### config.mk
export PLATFORM = sky130hd
export DESIGN_NAME = if_fetch_stage
export DESIGN_NICKNAME = d
export VERILOG_FILES = /design/src/rtl/if_fetch_stage.sv
export SDC_FILE = /design/constraint.sdc
export NUM_CORES = 1
export LEC_CHECK = 0
export BUFFER_PORTS_ARGS = -buffer_cell sky130_fd_sc_hd__buf_2
export CORE_MARGIN = 5
export CORE_UTILIZATION = 40
export CTS_CLUSTER_SIZE = 16
export DETAILED_ROUTE_END_ITERATION = 6
export GPL_TIMING_DRIVEN = 1
export PLACE_DENSITY = 0.73
export SETUP_SLACK_MARGIN = 0.1
export SLEW_MARGIN = 10
export SYNTH_ARGS = -nofsm -noshare
export SYNTH_HDL_FRONTEND = slang
export SYNTH_SLANG_ARGS = --single-unit
### constraint.sdc
create_clock -name clk -period 2.3 [get_ports clk]
set_clock_uncertainty 0.05 [all_clocks]
set_input_delay 0.23 -clock clk [delete_from_list [all_inputs] [get_ports clk]]
set_output_delay 0.23 -clock clk [all_outputs]
set_load 0.05 [all_outputs]
### src/rtl/if_fetch_stage.sv
// Instruction-fetch stage: owns the PC, reads instruction memory, fills IF/ID.
// Optional performance counters are built when IF_PERF_CNT_EN is defined.
module if_fetch_stage #(
    parameter logic [31:0] RESET_PC   = 32'h0000_0000,
    parameter int          IMEM_DEPTH = 2048
) (
    input  logic        clk,
    input  logic        rst_n,
    input  logic        stall,
    input  logic        redirect_valid,
    input  logic [31:0] redirect_pc,
    output logic        imem_memread,
    output logic [31:0] imem_address,
    input  logic [31:0] imem_readdata,
    output logic [31:0] ifid_instr,
    output logic [31:0] ifid_pc4,
    output logic        ifid_valid,
    output logic [31:0] pc,
    output logic        fetch_fault,
    output logic [31:0] perf_fetch_cnt,
    output logic [31:0] perf_stall_cnt,
    output logic [31:0] perf_flush_cnt
);

    typedef enum logic [1:0] {IDLE, RUN, HALT} state_t;

    localparam logic [31:0] RESET_PC_ALIGNED = RESET_PC & ~32'd3;
    localparam logic [30:0] DEPTH_WORDS      = 31'(IMEM_DEPTH);

    state_t      state_q, state_d;
    logic [31:0] pc_d, instr_d, pc4_d;
    logic        valid_d, fault_d;
    logic [31:0] pc_plus4;
    logic        out_of_range;

    assign imem_address = pc;
    assign pc_plus4     = pc + 32'd4;
    assign out_of_range = {1'b0, pc[31:2]} >= DEPTH_WORDS;

    // NOTE: every output of this block gets its hold value first, so no path can infer a latch.
    always_comb begin
        state_d = state_q;
        pc_d    = pc;
        instr_d = ifid_instr;
        pc4_d   = ifid_pc4;
        valid_d = ifid_valid;
        fault_d = fetch_fault;
        unique case (state_q)
            IDLE: state_d = RUN;
            RUN: begin
                if (redirect_valid) begin
                    pc_d    = redirect_pc & ~32'd3;
                    instr_d = 32'h0;
                    pc4_d   = 32'h0;
                    valid_d = 1'b0;
                end else if (stall) begin
                    // hold everything
                end else if (out_of_range) begin
                    state_d = HALT;
                    fault_d = 1'b1;
                    instr_d = 32'h0;
                    valid_d = 1'b0;
                end else begin
                    pc_d    = pc_plus4;
                    instr_d = imem_readdata;
                    pc4_d   = pc_plus4;
                    valid_d = 1'b1;
                end
            end
            HALT: state_d = HALT;
            default: state_d = IDLE;
        endcase
    end

    // NOTE: state registers use non-blocking assignment so all flops update from pre-edge values.
    always_ff @(posedge clk or negedge rst_n) begin
        if (!rst_n) begin
            state_q      <= IDLE;
            pc           <= RESET_PC_ALIGNED;
            ifid_instr   <= 32'h0;
            ifid_pc4     <= 32'h0;
            ifid_valid   <= 1'b0;
            fetch_fault  <= 1'b0;
            imem_memread <= 1'b0;
        end else begin
            state_q      <= state_d;
            pc           <= pc_d;
            ifid_instr   <= instr_d;
            ifid_pc4     <= pc4_d;
            ifid_valid   <= valid_d;
            fetch_fault  <= fault_d;
            imem_memread <= (state_d == RUN);
        end
    end

`ifdef IF_PERF_CNT_EN
    logic in_run, flush_edge, stall_edge, fetch_edge;

    assign in_run     = (state_q == RUN);
    assign flush_edge = in_run && redirect_valid;
    assign stall_edge = in_run && !redirect_valid && stall;
    assign fetch_edge = in_run && !redirect_valid && !stall && !out_of_range;

    always_ff @(posedge clk or negedge rst_n) begin
        if (!rst_n) begin
            perf_fetch_cnt <= 32'h0;
            perf_stall_cnt <= 32'h0;
            perf_flush_cnt <= 32'h0;
        end else begin
            if (fetch_edge) perf_fetch_cnt <= perf_fetch_cnt + 32'd1;
            if (stall_edge) perf_stall_cnt <= perf_stall_cnt + 32'd1;
            if (flush_edge) perf_flush_cnt <= perf_flush_cnt + 32'd1;
        end
    end
`else
    assign perf_fetch_cnt = 32'h0;
    assign perf_stall_cnt = 32'h0;
    assign perf_flush_cnt = 32'h0;
`endif

endmodule

==> qor.yml, run 1 <==
placement:
  port_buffers: 192
  gp_congestion: 0.828
  hpwl_um: 9160
yosys:
  synth_area_leaders: "dfrtp_1, buf_4, a22o_1"
  ys_async_sr_fraction_pct: 100
  synth_common_cells: "buf_4, dfrtp_1, a22o_1, and2_1, nand2_1"
  ys_seq_area_share_pct: 50.7
  syn_area_per_cell_sq_um: 10.9
  synth_area_leader_cell: "dfrtp_1"
  synth_flop_cell: "dfrtp_1"
  synth_enable_flop_cells: 0
  synth_top_family_by_area: "buffers and inverters"
  yosys-mux-area-fraction_pct: 0.233
  synth.top_cell.area_share_pct: 50.7
  synth_compound_area_share_pct: 14.7
  yosysUniqueCellTypes: 40
  synth.most_common_cell: "buf_4"
  synthSimpleGateAreaFrac_pct: 8.96
  synth_fa_ha_area_share_pct: 0.518
  synth_xor_area_share_pct: 1.81
  synth_warnings: 0
  syn_area_sq_um: 4830
  synth-seq-cells: 98
  syn_inst: 445
critical_path:
  cp_data_arrival_time_ps: 2310
  cp.required_ps: 2530
  cp-end-kind: "register"
  start_kind: "register"
  worst-path-max-fanout: 6
  crit_type: "register to register"
detailed_routing:
  vias: 3508
  via_per_inst: 4.58
  drtAntennaViolNets: 0
  drcViolationCount: 0
  post_drt_wl_per_cell_um: 15.7
  routed-wl-met3_um: 852
  met2_length_um: 6180
  met1_length_um: 4830
  dr.first_iter.drc_count: 125
  highest_layer: "met4"
  first_pass_iters: 5
  wl_um: 12000
clocking:
  clock_path_buffers: 2
  clkSinkCount: 98
  insertion_delay_ps: 340
  numCtsBuffers: 9
  htree_levels: 3
  cts-root-buf: "clkbuf_16"
  cts_tree: "yes"
  clk_pin_slew_worst_paths_ps: 70
sta:
  fmax_ghz: 0.480
  min_period_ps: 2080
  hold_viol_final: 0
  tightest_slew_ps: 590
  finalMaxSlewViolations: 0
  finalSetupTns_ps: 0
  finalSetupViolations: 0
  fin_crit_sh_pct: 90.5
  max_slew_margin_pct: 60.7
  whs_ps: 52.7
  rsz0062_at_grt: "yes"
floorplan:
  core-area_sq_um: 11900
  fp.dieW_um: 120
  io-pin-count: 295
  start_util_pct: 40.6
  dieArea_sq_um: 14400
  placementRows: 40
  dieHeight_um: 120
global_route:
  overflow: 0
  grt_first_pass_wirelength_um: 18600
  grt_antenna_before_repair: 1
  track_usage_pct: 16.0
  grt_start_max_net_pins: 53
  first_global_vias: 3539
power:
  leakagePower_uw: 0.00330
  peakVddDrop_mv: 0.454
  power.density_nw_per_um2: 1210
layout:
  drive_gt1_share_pct: 38.2
  area_delta_synth_final_pct: 20.7
  fin_nets: 683
  fillers: 1070
outcome:
  outcome: "completed"
min_path:
  min_path_type: "primary input to register"
flow_run:
  max_cap_viol_count: 0
==> power breakdown <==
group          switching, uW  total (uW)  internal, uW
clock                    679        1650           972
sequential               303        2260          1950
combinational           2460        3130           667
==> registers in the layout, summed over array words and instances (netlist names) <==
name and count:
ifid_instr 32, imem_address 30, imem_memread 1, ifid_pc4 31
ifid_valid 1, fetch_fault 1, state_q 2
==> routing by layer <==
metal,up-vias,GRT usage [%]
met1,1700,19.6
met2,154,27.3
met4,0,5.58
li1,1644,-
met5,-,0
met3,10,4.24
==> worst max-delay path: stages, from the launching register on <==
cell and delay [ps]:
dfrtp_1 400, nor4_2 300, nand3_1 170, or4_1 570, buf_4 200, nor3b_2 190
a211o_1 120
==> per-stage QoR <==
stage                     instances  total power, uW  area [sq um]  worst slack (ps)  utilization, %
after floorplan                 544             5010          5200               123               -
after global placement          746             5350          5450              93.0            45.8
after detailed placement        746             5390          5450              54.4            45.8
after CTS                       763             7080          5810               125            48.8
after global routing            766             7340          5840              63.6            49.0
final                           766             7040          5840               218            49.0
==> kinds of logic (layout without fill, tap and decap cells) <==
group | Yosys count | count (layout)
AO/OA/AOI/OAI | 88 | 88
XOR/XNOR | 10 | 10
adder cells (fa/ha/maj) | 2 | 2
buffers and inverters | 162 | 236
flip-flops | 98 | 98
multiplexers | 1 | 1
other | 1 | 101
AND/OR/NAND/NOR | 83 | 83
==> worst paths after layout <==
check	from	slack [ps]	to	cells after the start
max	imem_address[25]	220	imem_address[4]	6
max reg2reg	imem_address[25]	220	imem_address[4]	6
min	imem_readdata[0]	50	ifid_instr[0]	2
max in group asynchronous	rst_n	1120	fetch_fault	3
min in group asynchronous	rst_n	370	ifid_pc4[24]	2
min reg2reg	fetch_fault	420	fetch_fault	1
==> final cells by class <==
cell class              instances  area, sq um  share of cell area [%]
flip-flops and latches         98         2450                    42.0
multi-input cells             284         1680                    28.7
repair buffers                210         1150                    19.7
clock buffers                   9          225                    3.86
well taps                     147          184                    3.15
clock inverters                 7          106                    1.82
inverters                      10         37.5                   0.643
diodes                          1         2.50                  0.0429
==> layout by cell type (no fill, tap or decap), types with 2 or more instances in the layout <==
master	count
buf_2	191
conb_1	100
dfrtp_1	98
a22o_1	51
nand2_1	19
and2_1	19
buf_4	14
nor2_1	12
inv_1	9
o21ai_0	9
clkbuf_16	9
xnor2_1	8
nand3_1	7
nor3_1	6
nor4_1	5
a21oi_1	4
a22oi_1	4
buf_12	4
nor4_2	3
a21o_1	3
a221o_1	3
or2_2	2
nand4_1	2
a31oi_1	2
nand2b_1	2
or4_1	2
o311ai_1	2
xor2_1	2
o31ai_1	2
ha_1	2
clkinv_4	2
bufinv_16	2
inv_6	2
==> timing repair <==
action / 4_1_cts / 5_1_grt
pin swaps: 0 / 2
setup endpoints to repair: 42 / 7
hold endpoints to repair: 46 / 0
hold buffers: 1 / 0
gates resized for setup: 2 / 4
setup buffers: 0 / 2
Power figures use the tool's default switching activity.
==> run 2, diff against run 1 <==
CORE_UTILIZATION = 44   (was 40)
GPL_ROUTABILITY_DRIVEN = 0   (was default)
PLACE_DENSITY = 0.8   (was 0.73)
SETUP_SLACK_MARGIN = 0.5   (was 0.1)
==> run 2 against run 1 <==
  * First-iteration DRC count is 28% higher
  * Critical path type unchanged
  * Cell count is 2.7% higher
  * Sequential share of layout area is 3.0 points lower
  * Non-clock buffer count is 25 higher
  * Largest power group unchanged
  * Critical endpoint is now ifid_instr[20]
  * Fmax is 1.9% higher
==> qor.yml, run 2 (synthesis results as in run 1) <==
detailed_routing:
  vias: 3760  # +7.2%
  via_per_inst: 4.78  # +4.3%
  drcViolationCount: 0  # unchanged
  dr.first_iter.drc_count: 160  # +28%
  wl_um: 13300  # +11%
  post_drt_wl_per_cell_um: 16.9  # +7.8%
  first_pass_iters: 4  # -1
  drtAntennaViolNets: 0  # unchanged
clocking:
  insertion_delay_ps: 360  # +20 ps
  cts_tree: "yes"
  htree_levels: 3  # unchanged
  clkSinkCount: 98  # unchanged
  numCtsBuffers: 9  # unchanged
  cts-root-buf: "clkbuf_8"
  clock_path_buffers: 2  # unchanged
  clk_pin_slew_worst_paths_ps: 90  # +20 ps
sta:
  min_period_ps: 2040  # -39.0 ps
  finalSetupViolations: 0  # unchanged
  fmax_ghz: 0.490  # +1.9%
  whs_ps: 26.6  # -26.1 ps
  hold_viol_final: 0  # unchanged
  fin_crit_sh_pct: 88.8  # -1.7 points
  rsz0062_at_grt: "yes"
  finalMaxSlewViolations: 0  # unchanged
  setup_ws_ps: 257  # +39.0 ps
  max_slew_margin_pct: 63.7  # +3.1 points
  tightest_slew_ps: 544  # -45.8 ps
  finalSetupTns_ps: 0  # unchanged
layout:
  register_area_sq_um: 2470  # +0.92%
  multi_input_area_sq_um: 1920  # +15%
  area_delta_synth_final_pct: 31.2
  drive_gt1_share_pct: 45.9  # +7.7 points
  final_common_cell: "buf_2"
  regMostFlops: "ifid_instr"
  largest_reg_flops: 32  # unchanged
  antennaDiodeCount: 0  # -1
  final_cell_mix: "buf_2, conb_1, dfrtp_1"
  fin_nets: 712  # +4.2%
  fillers: 918  # -14%
floorplan:
  dieHeight_um: 115  # -4.3%
  fp.dieW_um: 115  # -4.3%
  start_util_pct: 44.8  # +4.2 points
  dieArea_sq_um: 13200  # -8.3%
  io-pin-count: 295  # unchanged
  core-area_sq_um: 10800  # -9.4%
  placementRows: 38  # -5.0%
critical_path:
  crit_cells: 8  # +2
  crit_type: "register to register"
  worst_path_largest_cell_delay_ps: 380  # -190 ps
  cp_top_family: "buffers and inverters"
  slowest_stage: "dfrtp_1"
  start_kind: "register"
  crit_chain: "nand2b_2 -> a21o_4 -> buf_4 -> nor4_4 -> buf_6 -> buf_12 -> clkbuf_16 -> a22o_1"
  worst-path-max-fanout: 10  # +4
  rr_worst_depth: 8  # +2
  timing.critical_path.buf_inv: 4  # +3
  cp.required_ps: 2540  # about the same
  cp-end-kind: "register"
  cp_data_arrival_time_ps: 2290  # -20 ps
global_route:
  track_usage_pct: 17.7  # +1.7 points
  grt_first_pass_wirelength_um: 18400  # -1.2%
  grt_antenna_before_repair: 0  # -1
  first_global_vias: 3536  # -0.085%
  grt_start_max_net_pins: 56  # +5.7%
  overflow: 0  # unchanged
outcome:
  outcome: "completed"
placement:
  hpwl_um: 8860  # -3.2%
  pre_cts_slack_ps: 90.0  # +35.6 ps
  port_buffers: 192  # unchanged
flow_run:
  max_cap_viol_count: 0  # unchanged
power:
  leakagePower_uw: 0.00349  # +5.8%
  power.density_nw_per_um2: 1080  # -11%
  power.total_uw: 6840  # -2.9%
  peakVddDrop_mv: 0.719  # +58%
min_path:
  holdPathStages: 2  # unchanged
  min_path_type: "primary input to register"
run 2: cell count changes in the layout (fill, tap and decap cells not counted), sizes merged:
cell	change
buf	+18
inv	-3
clkinv	-2
clkinvlp	+1
diode	-1
o31a	+4
bufinv	-1
clkbuf	+12
run 2: cell type report:
| cell class | count | area share [%] |
|---|---|---|
| sequential | 98 | 39.0 |
| multi-input combinational | 288 | 30.3 |
| timing repair buffer | 235 | 24.3 |
| tap | 140 | 2.76 |
| clock buffer | 14 | 2.41 |
| clock inverter | 2 | 0.592 |
| inverter | 10 | 0.592 |
run 2: worst paths after layout:
| path | start | end | slack, ps |
|---|---|---|---|
| worst max-delay path | state_q[1] | ifid_instr[20] | 260 |
| worst min-delay path | redirect_pc[4] | imem_address[4] | 30 |
| worst max register to register | state_q[1] | ifid_instr[20] | 260 |
| worst min register to register | fetch_fault | fetch_fault | 430 |
| max in group asynchronous | rst_n | imem_address[19] | 1120 |
| min in group asynchronous | rst_n | ifid_pc4[23] | 350 |
run 2: timing repair:
action                                  in CTS  in global routing
resized for setup                           22                 29
endpoints found under the setup margin      98                 94
endpoints found under the hold margin       43                  0
setup buffers                               10                 11
gates cloned                                 2                 12
hold buffers                                 1                  0
pin swaps                                    7                 19
run 2: report_power, final:
group	internal, uW	total [uW]	switching [uW]
logic	822	3400	2580
clock network	536	1110	576
registers	1970	2320	349
total	3330	6840	3500
run 2: per-layer routing:
layer,routed length [um],vias to the layer above,track usage (%)
met5,0,-,0
li1,-,1711,-
met1,5000,1868,21.3
met3,1090,10,4.21
met2,7110,171,31.9
met4,130,0,4.69
run 2: per-stage QoR:
stage	area [sq um]	utilization (%)	instances
after floorplan	5290	-	544
after global placement	5450	50.5	735
after detailed placement	5450	50.5	735
after CTS	5890	54.6	764
after global routing	6340	58.7	787
final	6340	58.7	787
